==> src/rtl/uart_pkg.sv <==
// uart_pkg: shared UART rate encoding, tick divisor math and receiver state encoding.
// Used by both the receive and transmit sides of the UART.
package uart_pkg;
    localparam int BAUD_2400  = 2400;
    localparam int BAUD_4800  = 4800;
    localparam int BAUD_9600  = 9600;
    localparam int BAUD_19200 = 19200;
    localparam int OSR        = 16;
    localparam logic [1:0] SEL_2400  = 2'b00;
    localparam logic [1:0] SEL_4800  = 2'b01;
    localparam logic [1:0] SEL_9600  = 2'b10;
    localparam logic [1:0] SEL_19200 = 2'b11;
    typedef enum logic [1:0] {IDLE, START, DATA, STOP} state_t;
    function automatic int baud_of(input logic [1:0] sel);
        return sel == SEL_2400 ? BAUD_2400 :
               sel == SEL_4800 ? BAUD_4800 :
               sel == SEL_9600 ? BAUD_9600 : BAUD_19200;
    endfunction
    // Truncating divide: the residual rate error is well inside the mid-bit sampling margin.
    function automatic logic [15:0] tick_div(input int freq, input logic [1:0] sel);
        return 16'(freq / (OSR * baud_of(sel)));
    endfunction
endpackage

==> src/rtl/uart_tick_gen.sv <==
// uart_tick_gen: oversampling tick generator; latches the divisor while cleared and
// then runs free, pulsing o_tick on the last count of each period.
module uart_tick_gen
    import uart_pkg::*;
#(
    parameter int FREQ = 50_000_000
) (
    input  logic       i_clk,
    input  logic       i_arst,
    input  logic       i_clear,
    input  logic [1:0] i_baud_sel,
    output logic       o_tick
);
    logic [15:0] r_div;
    logic [15:0] r_cnt;
    assign o_tick = !i_clear && r_cnt == r_div - 16'd1;
    always_ff @(posedge i_clk or posedge i_arst)
        if (i_arst) begin
            r_div <= '0;
            r_cnt <= '0;
        end else if (i_clear) begin
            r_div <= tick_div(FREQ, i_baud_sel);
            r_cnt <= '0;
        end else begin
            r_cnt <= o_tick ? '0 : r_cnt + 16'd1;
        end
endmodule

==> src/rtl/uart_rx.sv <==
// uart_rx: 8N1 LSB-first receiver with 16x oversampling, mid-bit start validation,
// one-cycle byte strobe and framing-error strobe.
module uart_rx
    import uart_pkg::*;
#(
    parameter int FREQ       = 50_000_000,
    parameter int OVERSAMPLE = 16
) (
    input  logic       i_clk,
    input  logic       i_arst,
    input  logic       i_rx,
    input  logic [1:0] i_baud_sel,
    output logic [7:0] o_rx_data,
    output logic       o_rx_valid,
    output logic       o_frame_err,
    output logic       o_busy
);
    logic [1:0] r_sync;
    logic       r_armed;
    logic [3:0] r_scnt;
    logic [2:0] r_bit;
    logic [7:0] r_shift;
    state_t     r_state;
    logic       w_rx_s;
    logic       w_tick;
    logic       w_clear;
    logic       w_mid;
    logic       w_last;

    assign w_rx_s  = r_sync[1];
    assign w_clear = r_state == IDLE;
    assign w_mid   = w_tick && r_scnt == 4'(OVERSAMPLE / 2 - 1);
    assign w_last  = w_tick && r_scnt == 4'(OVERSAMPLE - 1);

    always_ff @(posedge i_clk or posedge i_arst)
        if (i_arst)
            r_sync <= 2'b11;
        else
            r_sync <= {r_sync[0], i_rx};

    uart_tick_gen #(.FREQ(FREQ)) u_tick (
        .i_clk      (i_clk),
        .i_arst     (i_arst),
        .i_clear    (w_clear),
        .i_baud_sel (i_baud_sel),
        .o_tick     (w_tick)
    );

    always_ff @(posedge i_clk or posedge i_arst)
        if (i_arst) begin
            r_state     <= IDLE;
            r_armed     <= 1'b0;
            r_scnt      <= '0;
            r_bit       <= '0;
            r_shift     <= '0;
            o_rx_data   <= '0;
            o_rx_valid  <= 1'b0;
            o_frame_err <= 1'b0;
            o_busy      <= 1'b0;
        end else begin
            o_rx_valid  <= 1'b0;
            o_frame_err <= 1'b0;
            case (r_state)
                IDLE: begin
                    r_scnt  <= '0;
                    // Tracks rx_s, so a line still low after a frame (break) never re-arms.
                    r_armed <= w_rx_s;
                    if (!w_rx_s && r_armed) begin
                        r_state <= START;
                        o_busy  <= 1'b1;
                    end
                end
                START: if (w_tick) begin
                    r_scnt <= w_mid ? '0 : r_scnt + 4'd1;
                    if (w_mid) begin
                        r_bit   <= '0;
                        r_state <= w_rx_s ? IDLE : DATA;
                        o_busy  <= !w_rx_s;
                    end
                end
                DATA: if (w_tick) begin
                    r_scnt <= w_last ? '0 : r_scnt + 4'd1;
                    if (w_last) begin
                        r_shift <= {w_rx_s, r_shift[7:1]};
                        r_bit   <= r_bit + 3'd1;
                        if (r_bit == 3'd7)
                            r_state <= STOP;
                    end
                end
                STOP: if (w_tick) begin
                    r_scnt <= w_last ? '0 : r_scnt + 4'd1;
                    if (w_last) begin
                        if (w_rx_s)
                            o_rx_data <= r_shift;
                        o_rx_valid  <= w_rx_s;
                        o_frame_err <= !w_rx_s;
                        r_state     <= IDLE;
                        o_busy      <= 1'b0;
                    end
                end
                default: r_state <= IDLE;
            endcase
        end
endmodule

==> config.mk <==
export PLATFORM = sky130hd
export DESIGN_NAME = uart_rx
export DESIGN_NICKNAME = d
export VERILOG_FILES = /design/src/rtl/uart_pkg.sv /design/src/rtl/uart_tick_gen.sv /design/src/rtl/uart_rx.sv
export SDC_FILE = /design/constraint.sdc
export NUM_CORES = 1
export LEC_CHECK = 0
export ABC_AREA = 1
export CORE_MARGIN = 4
export CORE_UTILIZATION = 50
export DETAILED_ROUTE_END_ITERATION = 10
export PLACE_DENSITY = 0.68
export SLEW_MARGIN = 20
export SYNTH_ARGS = -nofsm -noshare
export SYNTH_HDL_FRONTEND = slang
export SYNTH_SLANG_ARGS = --single-unit
==> constraint.sdc <==
create_clock -name i_clk -period 5 [get_ports i_clk]
set_input_delay 1 -clock i_clk [delete_from_list [all_inputs] [get_ports i_clk]]
set_output_delay 1 -clock i_clk [all_outputs]
set_load 0.01 [all_outputs]
==> flow_summary.ini <==
[synthesis]
synth_largest_area_cell = dfrtp_1
synth.yosys.warnings = 0
yosys_register_bits = 63
synth_edf_count = 0
netlist_area_before_placement_mm2 = 0.00512
synthArstFlopShare_pct = 100
synthesis.instances = 737
synthTopCellsByCount = 184 x nand2_1, 101 x inv_1, 73 x nand3_1, 61 x dfrtp_1, 57 x nor2_1
synth.avg_cell_area_um2 = 6.94
yosys_most_used_dff = dfrtp_1
yosys-top-cells-area = dfrtp_1 30%, nand2_1 13%, inv_1 7.4%
synth_cell_type_count = 48
synth_largest_type_area_fraction_pct = 29.8
synth_seq_area_share_pct = 30.9
syn-num-nets = 764
synth_most_common_cell = nand2_1

[sta]
max_slew.worst_pin.slew_ns = 0.597
timing_hold_violations_final = 0
period_share_pct = 162
worst_clock_skew_ns = 0.0101
fin_crit_ns = 8.08
max_slew_margin_pct = 60.2
slew_viol_final = 0
layout_setup_ws_ns = -3.08
hold_slack_ns = 0.367
number_of_setup_violations_in_the_final_report = 6
rsz0062_at_grt = true
max_freq_ghz = 0.124

[detailed_routing]
drt-total-wl_um = 15200
via_count = 5511
post_route_drc = 0
antenna_violating_nets_post_route = 0
average_vias_per_placed_instance = 5.29
wl_per_cell_um = 14.6
first_pass_iters = 7
drt_first_iter_violations = 393

[min_path]
holdCritPathClass = reg2reg

[finish]
synthToLayoutAreaGrowth_pct = 40.9
final_area_mm2 = 0.00721
fraction_of_final_layout_cells_sized_beyond_drive_strength_1_pct = 33.0
final_nets = 930
antenna_cells_inserted = 0

[global_routing]
first_global_vias = 5444
global_route.overflow_total = 0
number_of_antenna_violations_at_the_first_check_in_global_routing = 0
grt_usage_pct = 26.3
grt_start_max_net_pins = 36
grt_pass1_wl_um = 25100

[placement]
finalWeightedCongestion = 0.950
post-dp-hpwl_um = 10700
io_buffer_count = 15
post-place-ws_ns = -4.00
dpl_cell_area_mm2 = 0.00627

[floorplan]
fp-row-count = 36
initial_utilization_pct = 51.9
design.portCount = 16
core_mm2 = 0.00986
design.die.area_mm2 = 0.0119
chipHeight_um = 109
die_w_um = 109

[critical_path]
worstPathRequired_ns = 5.23
worst_path_max_delay_cell = ha_1
start_kind = input pin
crit_path_end_kind = flip-flop
most_common_cell_on_crit_path = buf_4
crit_fanout = 4
timing.setup.critical_path_class = in2reg
critPathMaxStageDelay_ns = 0.30
worstPathArrival_ns = 8.31

[clock_network]
clock_sink_count = 63
cts_max_level = 3
cts_made_buffers = 9
clk_pin_slew_ns = 0.07
ctsLongestPathBuffers = 2
clk-insertion-delay-late_ns = 0.34
cts_tree = yes
cts_hold_buf = 0
cts_root_buffer = clkbuf_8

[run_status]
failed_checks = setup timing
status = complete, but fails checks

[power_and_ir_drop]
worst_ir_drop_vdd_mv = 0.204
cellLeakagePower_uw = 0.00381
power_density_mw_per_mm2 = 324

[job]
drv_cap = 0
==> power by group <==
part	internal (uW)	total, uW	switching, uW
clock	256	453	197
sequential	595	679	83.2
combinational	477	1200	724
==> worst max-delay path, delay by kind of cell <==
kind / cells / cell delay [ns]
compound gates: 9 / 1.17
buf+inv: 22 / 2.47
simple gates: 33 / 2.65
fa+ha+maj: 4 / 0.98
==> metrics by stage <==
stage,instances,power (uW),setup TNS [ns],utilization (%)
after floorplan,737,1450,-11.37,-
after global placement,968,1730,-15.27,63.6
after detailed placement,968,1760,-17.06,63.6
after CTS,1033,2280,-10.66,70.7
after global routing,1041,2520,-14.04,73.1
final,1041,2330,-11.75,73.1
==> cells by family after synthesis <==
family,count (synthesis),synth area share [%]
AND/OR/NAND/NOR,409,38.6
buffers and inverters,125,9.68
AO/OA/AOI/OAI,85,9.83
flip-flops,63,30.9
XOR/XNOR,33,5.65
adder cells (fa/ha/maj),22,5.38
==> placed cells by master (no fill, tap or decap), drive strengths merged, types with 2 or more instances in the layout <==
cell type      synthesis  layout
a31oi                  3       3
xnor2                 16      16
nor3                   8       8
buf                    7     158
or2                    9       9
o31ai                  2       2
clkdlybuf4s50          0      13
o21ai                 56      56
nand3b                 4       4
nor4                   7       7
dfstp                  2       2
nand4                 18      18
o211ai                 4       4
clkbuf                 9      11
inv                  107     107
and2                   2       2
dfrtp                 61      61
clkinv                 2       5
a211oi                 2       2
xor2                  17      17
nand3                 85      85
nor2                  60      60
nand2                215     215
a21oi                 10      10
ha                    22      22
==> final timing paths <==
| path | slack [ns] | endpoint | cells after the start | startpoint |
|---|---|---|---|---|
| max | -3.08 | u_tick.r_div[8] | 68 | i_baud_sel[1] |
| min | 0.37 | r_sync[1] | 0 | r_sync[0] |
| max reg2reg | 0.93 | flip-flop | 19 | u_tick.r_div[0] |
| min reg2reg | 0.37 | r_sync[1] | 0 | r_sync[0] |
| max in group asynchronous | 3.06 | r_sync[0] | 3 | i_arst |
| min in group asynchronous | 1.05 | async pin | 2 | i_arst |
==> flip-flops by register name, summed over array words and instances (netlist names), named ones only <==
signal / flops
r_bit: 3
r_armed: 1
r_state: 1
r_sync: 2
o_rx_data: 8
o_busy: 1
r_scnt: 4
r_shift: 8
o_frame_err: 1
u_tick.r_cnt: 16
u_tick.r_div: 16
o_rx_valid: 1
==> area by class of cell <==
cell class | instances | area (um^2)
Clock buffer | 11 | 151
Clock inverter | 5 | 56.3
Fill cell | 744 | 2650
Inverter | 109 | 459
Multi-Input combinational cell | 549 | 3440
Sequential cell | 63 | 1580
Tap cell | 133 | 166
Timing Repair Buffer | 171 | 1360
==> repair_timing <==
item                                    4_1_cts  5_1_grt
setup buffers                                50       10
endpoints found under the setup margin        6        6
hold endpoints to repair                      0        0
resized for setup                            40       36
pin swaps                                    45       31
==> per-layer routing <==
layer | vias up | track usage [%] | wire, um
met5 | - | 0 | 0
met4 | 0 | 11.5 | 421
met3 | 42 | 4.26 | 760
met2 | 199 | 42.8 | 7280
met1 | 2559 | 34.5 | 6770
li1 | 2711 | - | -
Note: power is estimated with default switching activity, not from simulation.
